===== config.mk =====
export PLATFORM = sky130hd
export DESIGN_NAME = vend_transaction_ctrl_flat
export DESIGN_NICKNAME = d
export VERILOG_FILES = /design/src/rtl/vend_transaction_ctrl_if.sv /design/src/rtl/vend_transaction_ctrl.sv /design/src/flat_wrapper.sv
export SDC_FILE = /design/constraint.sdc
export NUM_CORES = 1
export LEC_CHECK = 0
export BUFFER_PORTS_ARGS = -buffer_cell sky130_fd_sc_hd__buf_2
export CAP_MARGIN = 20
export CORE_AREA = 2 2 48 94
export CTS_BUF_LIST = sky130_fd_sc_hd__clkbuf_4
export CTS_CLUSTER_SIZE = 10
export DETAILED_ROUTE_END_ITERATION = 8
export DIE_AREA = 0 0 50 96
export GPL_TIMING_DRIVEN = 0
export MAX_ROUTING_LAYER = met4
export PLACE_DENSITY = 0.81
export SLEW_MARGIN = 10
export SYNTH_ARGS = -nofsm -noshare
export SYNTH_HDL_FRONTEND = slang
export SYNTH_SLANG_ARGS = --single-unit

===== constraint.sdc =====
create_clock -name clk -period 7.2 [get_ports clk]
set_input_delay 0.72 -clock clk [delete_from_list [all_inputs] [get_ports clk]]
set_output_delay 0.72 -clock clk [all_outputs]
set_load 0.05 [all_outputs]

===== src/rtl/vend_transaction_ctrl_if.sv =====
// Purpose : bundles the coin acceptor, selector, dispenser and change hopper
//           signals of the vending transaction controller.
// Ports   : controller inputs  - in[1:0], coin_valid, sel, sel_valid, cancel,
//                                restock, vend_ack, change_ack
//           controller outputs - coin_ready, coin_reject, sold_out, short_credit,
//                                vend_req, vend_id, change_req, change_coin[1:0],
//                                credit[5:0], stock_a[3:0], stock_b[3:0]
// Handshake: vend_req/change_req are raised by the controller and held until the
//           matching 1-cycle ack pulse; the ack is consumed on the clock edge where
//           it is sampled high, and the request drops on that same edge unless
//           more coins of change are still owed.
interface vend_transaction_ctrl_if;
  logic [1:0] in;
  logic       coin_valid;
  logic       sel;
  logic       sel_valid;
  logic       cancel;
  logic       restock;
  logic       vend_ack;
  logic       change_ack;
  logic       coin_ready;
  logic       coin_reject;
  logic       sold_out;
  logic       short_credit;
  logic       vend_req;
  logic       vend_id;
  logic       change_req;
  logic [1:0] change_coin;
  logic [5:0] credit;
  logic [3:0] stock_a;
  logic [3:0] stock_b;

  // Controller side
  modport slave (
    input  in, coin_valid, sel, sel_valid, cancel, restock, vend_ack, change_ack,
    output coin_ready, coin_reject, sold_out, short_credit, vend_req, vend_id,
           change_req, change_coin, credit, stock_a, stock_b
  );

  // Environment side (coin acceptor, selector, dispenser, hopper)
  modport master (
    output in, coin_valid, sel, sel_valid, cancel, restock, vend_ack, change_ack,
    input  coin_ready, coin_reject, sold_out, short_credit, vend_req, vend_id,
           change_req, change_coin, credit, stock_a, stock_b
  );
endinterface


===== src/rtl/vend_transaction_ctrl.sv =====
// Purpose : transaction controller for a two-product vending machine. Accumulates
//           credit in 5 rs steps, checks price and stock, then sequences the
//           dispense and the coin-by-coin change return. Tracks inventory.
// Ports   : clk       - clock, rising edge
//           reset     - asynchronous, active-low reset
//           bus       - vend_transaction_ctrl_if.slave (all handshake/status signals)
//           dbg_state - current FSM state (0 IDLE, 1 COLLECT, 2 VEND, 3 CHANGE)
module vend_transaction_ctrl #(
  parameter int PRICE_A    = 20,
  parameter int PRICE_B    = 15,
  parameter int STOCK_INIT = 8,
  parameter int CREDIT_MAX = 35,
  parameter int TIMEOUT    = 1000
) (
  input  logic                   clk,
  input  logic                   reset,
  vend_transaction_ctrl_if.slave bus,
  output logic [1:0]             dbg_state
);

  typedef enum logic [1:0] {
    S_IDLE    = 2'd0,
    S_COLLECT = 2'd1,
    S_VEND    = 2'd2,
    S_CHANGE  = 2'd3
  } state_t;

  localparam int          TW        = $clog2(TIMEOUT + 1);
  localparam logic [TW-1:0] TMR_LAST = TW'(TIMEOUT - 1);
  localparam logic [6:0]  CMAX      = 7'(CREDIT_MAX);
  localparam logic [5:0]  PA        = 6'(PRICE_A);
  localparam logic [5:0]  PB        = 6'(PRICE_B);
  localparam logic [3:0]  SINIT     = 4'(STOCK_INIT);

  state_t        state_q, state_d;
  logic [5:0]    credit_q, credit_d;
  logic [3:0]    stock_a_q, stock_a_d;
  logic [3:0]    stock_b_q, stock_b_d;
  logic          vend_id_q, vend_id_d;
  logic [TW-1:0] tmr_q, tmr_d;
  logic          reject_q, reject_d;
  logic          sold_out_q, sold_out_d;
  logic          short_q, short_d;

  logic [3:0] coin_val;
  logic [6:0] credit_sum;
  logic       coin_ok;
  logic [5:0] sel_price;
  logic [3:0] sel_stock;
  logic [5:0] chg_val;
  logic       in_vend;
  logic       in_change;

  // Code 00 with a strobe carries no coin and is refused like code 11.
  always_comb begin
    coin_val = 4'd0;
    case (bus.in)
      2'b01:   coin_val = 4'd5;
      2'b10:   coin_val = 4'd10;
      default: coin_val = 4'd0;
    endcase
  end

  // 7-bit sum so a coin on top of a full 63 rs credit cannot wrap.
  assign credit_sum = {1'b0, credit_q} + {3'b000, coin_val};
  assign coin_ok    = (coin_val != 4'd0) && (credit_sum <= CMAX);
  assign sel_price  = bus.sel ? PB : PA;
  assign sel_stock  = bus.sel ? stock_b_q : stock_a_q;
  assign chg_val    = (credit_q >= 6'd10) ? 6'd10 : 6'd5;

  always_ff @(posedge clk or negedge reset) begin
    if (!reset) begin
      state_q    <= S_IDLE;
      credit_q   <= 6'd0;
      stock_a_q  <= SINIT;
      stock_b_q  <= SINIT;
      vend_id_q  <= 1'b0;
      tmr_q      <= '0;
      reject_q   <= 1'b0;
      sold_out_q <= 1'b0;
      short_q    <= 1'b0;
    end else begin
      state_q    <= state_d;
      credit_q   <= credit_d;
      stock_a_q  <= stock_a_d;
      stock_b_q  <= stock_b_d;
      vend_id_q  <= vend_id_d;
      tmr_q      <= tmr_d;
      reject_q   <= reject_d;
      sold_out_q <= sold_out_d;
      short_q    <= short_d;
    end
  end

  always_comb begin
    state_d    = state_q;
    credit_d   = credit_q;
    stock_a_d  = stock_a_q;
    stock_b_d  = stock_b_q;
    vend_id_d  = vend_id_q;
    tmr_d      = tmr_q;
    reject_d   = 1'b0;
    sold_out_d = 1'b0;
    short_d    = 1'b0;

    if (bus.coin_valid || bus.sel_valid) tmr_d = '0;

    case (state_q)
      S_IDLE, S_COLLECT: begin
        if ((state_q == S_IDLE) && bus.restock) begin
          stock_a_d = SINIT;
          stock_b_d = SINIT;
        end
        // cancel > coin > selection; a coin lost to cancel is refused.
        if (bus.cancel) begin
          reject_d = bus.coin_valid;
          if (state_q == S_COLLECT) state_d = S_CHANGE;
        end else if (bus.coin_valid) begin
          if (coin_ok) begin
            credit_d = credit_sum[5:0];
            if (state_q == S_IDLE) begin
              state_d = S_COLLECT;
              tmr_d   = '0;
            end
          end else begin
            reject_d = 1'b1;
          end
        end else if (bus.sel_valid) begin
          if (state_q == S_COLLECT) begin
            if (sel_stock == 4'd0) begin
              sold_out_d = 1'b1;
            end else if (credit_q < sel_price) begin
              short_d = 1'b1;
            end else begin
              credit_d  = credit_q - sel_price;
              vend_id_d = bus.sel;
              state_d   = S_VEND;
            end
          end
        end else if (state_q == S_COLLECT) begin
          if (tmr_q == TMR_LAST) state_d = S_CHANGE;
          else                   tmr_d = tmr_q + 1'b1;
        end
      end

      S_VEND: begin
        reject_d = bus.coin_valid;
        if (bus.vend_ack) begin
          if (vend_id_q) stock_b_d = stock_b_q - 4'd1;
          else           stock_a_d = stock_a_q - 4'd1;
          state_d = (credit_q != 6'd0) ? S_CHANGE : S_IDLE;
        end
      end

      S_CHANGE: begin
        reject_d = bus.coin_valid;
        if (bus.change_ack) begin
          credit_d = credit_q - chg_val;
          if (credit_q == chg_val) state_d = S_IDLE;
        end
      end

      default: state_d = S_IDLE;
    endcase
  end

  assign in_vend   = (state_q == S_VEND);
  assign in_change = (state_q == S_CHANGE);

  assign bus.coin_ready   = (state_q == S_IDLE) || (state_q == S_COLLECT);
  assign bus.coin_reject  = reject_q;
  assign bus.sold_out     = sold_out_q;
  assign bus.short_credit = short_q;
  assign bus.vend_req     = in_vend;
  assign bus.vend_id      = in_vend & vend_id_q;
  assign bus.change_req   = in_change;
  // Coin choice follows the registered credit, so it updates the cycle after an ack.
  assign bus.change_coin  = !in_change ? 2'b00 :
                            (credit_q >= 6'd10) ? 2'b10 : 2'b01;
  assign bus.credit       = credit_q;
  assign bus.stock_a      = stock_a_q;
  assign bus.stock_b      = stock_b_q;
  assign dbg_state        = state_q;

endmodule


===== src/flat_wrapper.sv =====
// flat-port wrapper written by rule: the top's interface ports become plain ports
module vend_transaction_ctrl_flat 
#(
  parameter int PRICE_A    = 20,
  parameter int PRICE_B    = 15,
  parameter int STOCK_INIT = 8,
  parameter int CREDIT_MAX = 35,
  parameter int TIMEOUT    = 1000
)
  (clk, reset, dbg_state, bus_in, bus_coin_valid, bus_sel, bus_sel_valid, bus_cancel, bus_restock, bus_vend_ack, bus_change_ack, bus_coin_ready, bus_coin_reject, bus_sold_out, bus_short_credit, bus_vend_req, bus_vend_id, bus_change_req, bus_change_coin, bus_credit, bus_stock_a, bus_stock_b);
  vend_transaction_ctrl_if bus_i ();
  input  logic clk;
  input  logic reset;
  output logic [1:0] dbg_state;
  input wire logic [$bits(bus_i.in)-1:0] bus_in;
  input wire logic [$bits(bus_i.coin_valid)-1:0] bus_coin_valid;
  input wire logic [$bits(bus_i.sel)-1:0] bus_sel;
  input wire logic [$bits(bus_i.sel_valid)-1:0] bus_sel_valid;
  input wire logic [$bits(bus_i.cancel)-1:0] bus_cancel;
  input wire logic [$bits(bus_i.restock)-1:0] bus_restock;
  input wire logic [$bits(bus_i.vend_ack)-1:0] bus_vend_ack;
  input wire logic [$bits(bus_i.change_ack)-1:0] bus_change_ack;
  output wire logic [$bits(bus_i.coin_ready)-1:0] bus_coin_ready;
  output wire logic [$bits(bus_i.coin_reject)-1:0] bus_coin_reject;
  output wire logic [$bits(bus_i.sold_out)-1:0] bus_sold_out;
  output wire logic [$bits(bus_i.short_credit)-1:0] bus_short_credit;
  output wire logic [$bits(bus_i.vend_req)-1:0] bus_vend_req;
  output wire logic [$bits(bus_i.vend_id)-1:0] bus_vend_id;
  output wire logic [$bits(bus_i.change_req)-1:0] bus_change_req;
  output wire logic [$bits(bus_i.change_coin)-1:0] bus_change_coin;
  output wire logic [$bits(bus_i.credit)-1:0] bus_credit;
  output wire logic [$bits(bus_i.stock_a)-1:0] bus_stock_a;
  output wire logic [$bits(bus_i.stock_b)-1:0] bus_stock_b;
  assign bus_i.in = bus_in;
  assign bus_i.coin_valid = bus_coin_valid;
  assign bus_i.sel = bus_sel;
  assign bus_i.sel_valid = bus_sel_valid;
  assign bus_i.cancel = bus_cancel;
  assign bus_i.restock = bus_restock;
  assign bus_i.vend_ack = bus_vend_ack;
  assign bus_i.change_ack = bus_change_ack;
  assign bus_coin_ready = bus_i.coin_ready;
  assign bus_coin_reject = bus_i.coin_reject;
  assign bus_sold_out = bus_i.sold_out;
  assign bus_short_credit = bus_i.short_credit;
  assign bus_vend_req = bus_i.vend_req;
  assign bus_vend_id = bus_i.vend_id;
  assign bus_change_req = bus_i.change_req;
  assign bus_change_coin = bus_i.change_coin;
  assign bus_credit = bus_i.credit;
  assign bus_stock_a = bus_i.stock_a;
  assign bus_stock_b = bus_i.stock_b;
  vend_transaction_ctrl #(.PRICE_A(PRICE_A), .PRICE_B(PRICE_B), .STOCK_INIT(STOCK_INIT), .CREDIT_MAX(CREDIT_MAX), .TIMEOUT(TIMEOUT)) u_core (.clk(clk), .reset(reset), .bus(bus_i), .dbg_state(dbg_state));
endmodule

==> results of run 1 <==
## synthesized netlist by cell type, types with 2 or more instances
library cell  instances  area share [%]
a21o_1                3            0.95
a21oi_1              14             2.9
a311oi_2              3             1.9
a31oi_1               5             1.3
and2_1                3            0.79
buf_6                 2            0.95
clkbuf_1              4            0.63
clkbuf_2              2            0.42
dfrtp_1              28              29
dfstp_2               2             2.2
fa_1                  2             1.7
ha_1                 16             8.4
inv_1                16             2.5
mux2i_1               4             1.7
nand2_1              31             4.9
nand3_1               4            0.84
nand3b_1              3            0.95
nand4_1               5             1.3
nand4b_1              4             1.5
nor2_1               28             4.4
nor2b_1               4             1.1
nor3_1                6             1.3
o211ai_1              4             1.3
o21ai_0              20             4.2
o21ai_2               3             1.1
or2_2                 2            0.53
or3_1                 7             1.8
xnor2_1              11             4.1
xor2_1               11             4.1
## power by group
group | switching, W | internal [W]
Clock | 0.0000559 | 0.0000450
Combinational | 0.000539 | 0.000277
Sequential | 0.0000657 | 0.000217
Total | 0.000661 | 0.000539
## worst max-delay path by stage
stage,from,endpoint,slack (ns),cells past startpoint
after floorplan,u_core.dbg_state[1],bus_vend_id,3.90,4
after global placement,bus_in[0],u_core.bus.credit[0],4.04,13
after detailed placement,bus_in[0],u_core.bus.credit[0],3.97,13
after CTS,u_core.bus.credit[1],u_core.bus.credit[4],4.24,13
after global routing,u_core.bus.credit[1],u_core.bus.credit[4],4.01,13
final,u_core.bus.credit[1],u_core.bus.credit[4],4.23,13
## flip-flops by register name, summed over array words and instances, names as in the netlist
register,cells
u_core.tmr_q,10
u_core.bus.credit,6
u_core.bus.stock_a,4
u_core.bus.stock_b,4
u_core.dbg_state,2
u_core.bus.coin_reject,1
u_core.bus.short_credit,1
u_core.bus.sold_out,1
u_core.vend_id_q,1
## layout make-up
| class | count | area [um2] | share of cell area [%] |
|---|---|---|---|
| multi-input cells | 220 | 1510 | 56.5 |
| clock buffers | 7 | 52.6 | 1.97 |
| inverters | 16 | 60.1 | 2.25 |
| clock inverters | 1 | 3.75 | 0.141 |
| flip-flops and latches | 30 | 753 | 28.2 |
| plain buffers | 10 | 56.3 | 2.11 |
| repair buffers | 34 | 170 | 6.38 |
| well taps | 52 | 65.1 | 2.44 |
## kinds of logic (layout without fill, tap and decap cells)
family	after synthesis	in the layout	synth area share [%]
muxes	4	4	1.69
and+or+nand+nor	107	107	22.7
adders and majority gates	18	18	10.1
AOI/OAI and AO/OA	68	68	20.1
buffers and inverters	26	68	4.90
xor gates and xnor gates	23	23	8.79
DFF	30	30	31.7
## worst max-delay path: cells and delay by family (launching register included)
family                   cells  cell delay [ns]
AO/OA/AOI/OAI                5             0.84
AND/OR/NAND/NOR              4             0.61
adder cells (fa/ha/maj)      2             0.59
flip-flops                   1             0.56
buffers and inverters        2             0.24
## through the flow
step | instances | area, um2 | setup WS [ns]
floorplan | 276 | 2380 | 3.90
global placement | 362 | 2610 | 4.04
detailed placement | 362 | 2610 | 3.97
CTS | 370 | 2670 | 4.24
global route | 370 | 2670 | 4.01
finish | 370 | 2670 | 4.23
## metal layers
metal | track usage, % | vias up | routed length [um]
met2 | 46.6 | 78 | 2960
met4 | 17.8 | 0 | 274
met5 | - | - | 0
met3 | 2.17 | 24 | 191
li1 | - | 1062 | -
met1 | 26.0 | 1027 | 2030
## cell usage in the layout (no fill, tap or decap), drive strengths merged, types with 11 or more instances in the layout
cell / instances
xnor2: 12
o21ai: 24
inv: 16
dfrtp: 28
clkbuf: 13
a21oi: 14
nand2: 31
buf: 38
xor2: 11
nor2: 29
ha: 16
==> flow_summary.toml, run 1 <==
[worst_setup_path]
worstPathMaxFanout = 11
cp-start-kind = "register"
worstPathRequired_ns = 7.41
r2r_cells = 13
r2r_end = "u_core.bus.credit[4]"
worstSetupEndpointType = "register"
arrival_ns = 3.18
crit_type = "reg -> reg"
crit_path_max_incr_delay_ns = 0.56
crit_chain = "or2_2 > nand2_1 > nand2_1 > inv_1 > ha_1 > inv_1 > fa_1 > a21o_1 > a211oi_1 > a21o_1 > nand3_1 > a21oi_1 > a311oi_2"
rrSetupSlack_ns = 4.23
crit_slowest_cell = "dfrtp_1"
reg2reg_from = "u_core.bus.credit[1]"

[routing]
vias_per_cell = 5.92
drc_errors = 0
routed-via-count = 2191
ant_nets = 0
wl_per_cell_um = 14.7
wirelength_mm = 5.46
first_iter_violations = 41
first_pass_iters = 4

[logic_synthesis]
ys_ff_latch = 30
async_flop_share_pct = 100
syn_nets = 305
syn_inst = 276
ys.flop_type = "dfrtp_1"
syn_area_mm2 = 0.00238
synth.avg_cell_area_um2 = 8.61
ys_types = 58
synth_edf_count = 0
ys.warnings.count = 0
ys_seq_area_share_pct = 31.7

[placement]
dp_hpwl_mm = 4.37
portBuffers = 34
place.gp.congestion = 0.973

[finish]
antennaDiodeCount = 0
drive_above_1_share_pct = 21.1
fill_cells = 363
fin_nets = 346
final_core_util_pct = 65.3
syn2layout_area_growth_pct = 12.3

[pwr]
leakage_nw = 1.21
power_w = 0.00120
power.density_mw_per_mm2 = 450
peakVddDrop_v = 0.000367

[grt]
overflow = 0
grt_pass1_wl_mm = 9.15
grtUsageTotal_pct = 26.0
grt_max_degree = 31
grt_pass1_vias = 2057
antenna_found_initial = 0

[clock_tree]
root_buffer = "clkbuf_4"
insertion_delay_ns = 0.33
cts_tree = "done"
htreeDepth = 2
clkSinkCount = 30
cts.hold.buffers_added = 0
path_clk_slew_ns = 0.09
clockBufferDepth = 2
cts_setup_buffers = 0
post_cts_resized = 0
cts_buffers = 5

[sta]
setup_viol = 0
worstMarginPinSlew_ns = 0.664
worst_slew_margin_rel_pct = 55.7
hold_viol = 0
fin_tns_setup_ns = 0
period_minus_slack_ns = 2.97
fin_crit_sh_pct = 41.2
skew_ns = 0.0155
max_clock_freq_mhz = 337
rsz0062_at_grt = "no"
drv_slew = 0
holdWs_ns = 0.415

[floorplanning]
dieArea_mm2 = 0.00480
die_y_um = 96
core_area_mm2 = 0.00409
start_util_pct = 58.1
ios = 36
rows = 33
die_w_um = 50

[run_status]
status = "finished, final reports clean"

[min_path]
hold_class = "in -> async"

[job]
cap_violations = 0
Power figures use the tool's default switching activity.
==> run 2, diff against run 1 <==
--- a/config.mk
+++ b/config.mk
@@ -5,16 +5,17 @@
 export SDC_FILE = /design/constraint.sdc
 export NUM_CORES = 1
 export LEC_CHECK = 0
+export ABC_AREA = 1
 export BUFFER_PORTS_ARGS = -buffer_cell sky130_fd_sc_hd__buf_2
 export CAP_MARGIN = 20
-export CORE_AREA = 2 2 48 94
+export CORE_AREA = 2 2 52 102
 export CTS_BUF_LIST = sky130_fd_sc_hd__clkbuf_4
 export CTS_CLUSTER_SIZE = 10
 export DETAILED_ROUTE_END_ITERATION = 8
-export DIE_AREA = 0 0 50 96
+export DIE_AREA = 0 0 54 104
 export GPL_TIMING_DRIVEN = 0
 export MAX_ROUTING_LAYER = met4
-export PLACE_DENSITY = 0.81
+export PLACE_DENSITY = 0.76
 export SLEW_MARGIN = 10
 export SYNTH_ARGS = -nofsm -noshare
 export SYNTH_HDL_FRONTEND = slang
==> constraint.sdc (replaced) <==
create_clock -name clk -period 2.7 [get_ports clk]
set_input_delay 0.27 -clock clk [delete_from_list [all_inputs] [get_ports clk]]
set_output_delay 0.27 -clock clk [all_outputs]
set_load 0.05 [all_outputs]
==> flow_summary.toml, run 2 <==
[worst_setup_path]
arrival_ns = 2.82
crit_slowest_cell = "dfrtp_1"
crit_type = "reg -> reg"
worstPathMaxFanout = 9
r2r_cells = 14
crit_chain = "buf_4 > nor2_1 > inv_1 > a21oi_4 > ha_2 > inv_1 > fa_1 > nand2_1 > nand2_1 > a21oi_1 > xor2_1 > nand2_1 > o21a_1 > o21ai_2"
cp-start-kind = "register"
crit_path_max_incr_delay_ns = 0.41
worstSetupEndpointType = "register"
worstPathRequired_ns = 2.97
crit_top_cell = "nand2_1"

[clock_tree]
clockBufferDepth = 2
clkSinkCount = 30
path_clk_slew_ns = 0.09
cts_buffers = 5
insertion_delay_ns = 0.35
htreeDepth = 2
cts_tree = "done"
root_buffer = "clkbuf_4"

[logic_synthesis]
yosys.area.top_type_share_pct = 28.1
syn_area_mm2 = 0.00249
synthTopCellsByCount = "nand2_1, inv_1, nor2_1"
yosys.area.top_type = "dfrtp_1"
synth_area_leaders = "dfrtp_1, nand2_1, inv_1, ha_1, nor2_1"
syn_inst = 365
ys.flop_type = "dfrtp_1"
syn_nets = 394
ys.warnings.count = 0
async_flop_share_pct = 100
synth.most_common_cell = "nand2_1"
ys_types = 42
synth_edf_count = 0
ys_ff_latch = 30
synth.avg_cell_area_um2 = 6.83
ys_seq_area_share_pct = 30.2

[finish]
syn2layout_area_growth_pct = 13.6
antennaDiodeCount = 0
layout_commonest_cell = "nand2_1"
largest_register_ffs = 10
layout.cells.non_filler = 466
final_cell_mix = "nand2_1, inv_1, nor2_1"
fin_nets = 437
seqCellArea_um2 = 756
final_core_util_pct = 58.2
fill_cells = 487
drive_above_1_share_pct = 20.0
multi_input_area_mm2 = 0.00151
largest-register = "u_core.tmr_q"
finalInstanceArea_mm2 = 0.00283

[floorplanning]
start_util_pct = 51.3
die_w_um = 54
ios = 36
dieArea_mm2 = 0.00562
rows = 36
die_y_um = 104
core_area_mm2 = 0.00486

[pwr]
leakage_nw = 1.47
power.density_mw_per_mm2 = 1200
peakVddDrop_v = 0.000702

[sta]
hold_viol = 0
skew_ns = 0.00780
drv_slew = 0
setup_viol = 0
timing.final.ws_setup_ns = 0.152
rsz0062_at_grt = "no"
fin_crit_sh_pct = 94.4
worst_slew_margin_rel_pct = 53.4
worstMarginPinSlew_ns = 0.699
max_clock_freq_mhz = 392
period_minus_slack_ns = 2.55

[routing]
wl_per_cell_um = 13.9
wirelength_mm = 6.46
drc_errors = 0
routed-via-count = 2583
first_pass_iters = 4
first_iter_violations = 93
ant_nets = 0
vias_per_cell = 5.54

[placement]
pre_cts_ws_ns = 0.00193
place.gp.congestion = 0.943
place_inst = 456
dp_hpwl_mm = 5.04
portBuffers = 34
placed_cell_area_mm2 = 0.00275

[grt]
use_met2_pct = 43.7
grtUsageTotal_pct = 25.7
grt_max_degree = 31
met1_usage_pct = 25.0
antenna_found_initial = 0
top_usage_layer = "met2"
grt_pass1_vias = 2449
overflow = 0
grt_pass1_wl_mm = 10.5
met3_usage_pct = 2.87

[min_path]
hold_class = "in -> reg"
min_path_cells = 3

[run_status]
status = "finished, final reports clean"

[job]
cap_violations = 0
==> run 2: cell count changes after synthesis, moves of 10 or more <==
cell     before  now
nand3_1       4   21
inv_1        16   54
nand2_2       0   10
nor2_1       28   41
xnor2_1      11    1
nand2_1      31   87
==> run 2: logic make-up after synthesis <==
family	Yosys count	share of synthesized area, %
adder cells (fa/ha/maj)	18	9.63
XOR/XNOR	5	1.76
buffers and inverters	65	10.5
AND/OR/NAND/NOR	180	31.4
flip-flops	30	30.2
AO/OA/AOI/OAI	67	16.6
==> run 2: area by class of cell <==
class                   instances  share of cell area, %
flip-flops and latches         30                   26.7
inverters                      58                   7.69
multi-input cells             270                   53.2
clock buffers                   5                   1.33
clock inverters                 3                  0.398
repair buffers                 36                   6.63
well taps                      57                   2.52
plain buffers                   7                   1.55
==> run 2: worst paths after layout <==
path	startpoint	endpoint	slack, ns
setup / recovery	u_core.bus.credit[2]	u_core.bus.credit[4]	0.15
hold / removal	bus_sel	u_core.vend_id_q	0.29
setup reg to reg	u_core.bus.credit[2]	u_core.bus.credit[4]	0.15
hold reg to reg	u_core.bus.stock_b[3]	u_core.bus.stock_b[3]	0.49
max in group asynchronous	reset	u_core.bus.credit[1]	1.71
min in group asynchronous	reset	u_core.bus.stock_b[2]	0.50
==> run 2: what timing repair did <==
item / 4_1_cts / 5_1_grt
pin swaps: 0 / 2
setup endpoints to repair: 1 / 7
resized for setup: 1 / 6
hold endpoints to repair: 28 / 0
buffers inserted: 0 / 1
hold buffers: 1 / 0
==> run 2: per-stage QoR <==
step | hold slack (ns) | setup TNS, ns | total power [W]
6_report | 0.287 | 0 | 0.00340
5_1_grt | 0.299 | 0 | 0.00369
4_1_cts | 0.278 | 0 | 0.00337
3_5_place_dp | 0.359 | 0 | 0.00309
3_3_place_gp | 0.343 | 0 | 0.00305
2_1_floorplan | -0.0256 | -0.0199 | 0.00256
==> run 2: where the power goes <==
part | total (W) | leakage, nW | switching [W] | internal, W
combinational | 0.00235 | 1.06 | 0.00164 | 0.000714
sequential | 0.000784 | 0.387 | 0.000186 | 0.000598
clock | 0.000261 | 0.0277 | 0.000169 | 0.0000925
==> run 2: metal layers <==
layer / vias to the layer above / share of wire, %
met1: 1203 / 36
met3: 32 / 3.1
met2: 69 / 54
met5: - / 0
li1: 1279 / -
met4: 0 / 6.3
==> run 2: critical path: cells and delay by family (launching register included) <==
family,cells,cell delay (ns)
adder cells (fa/ha/maj),2,0.59
flip-flops,1,0.41
XOR/XNOR,1,0.17
AO/OA/AOI/OAI,4,0.64
AND/OR/NAND/NOR,4,0.34
buffers and inverters,3,0.34
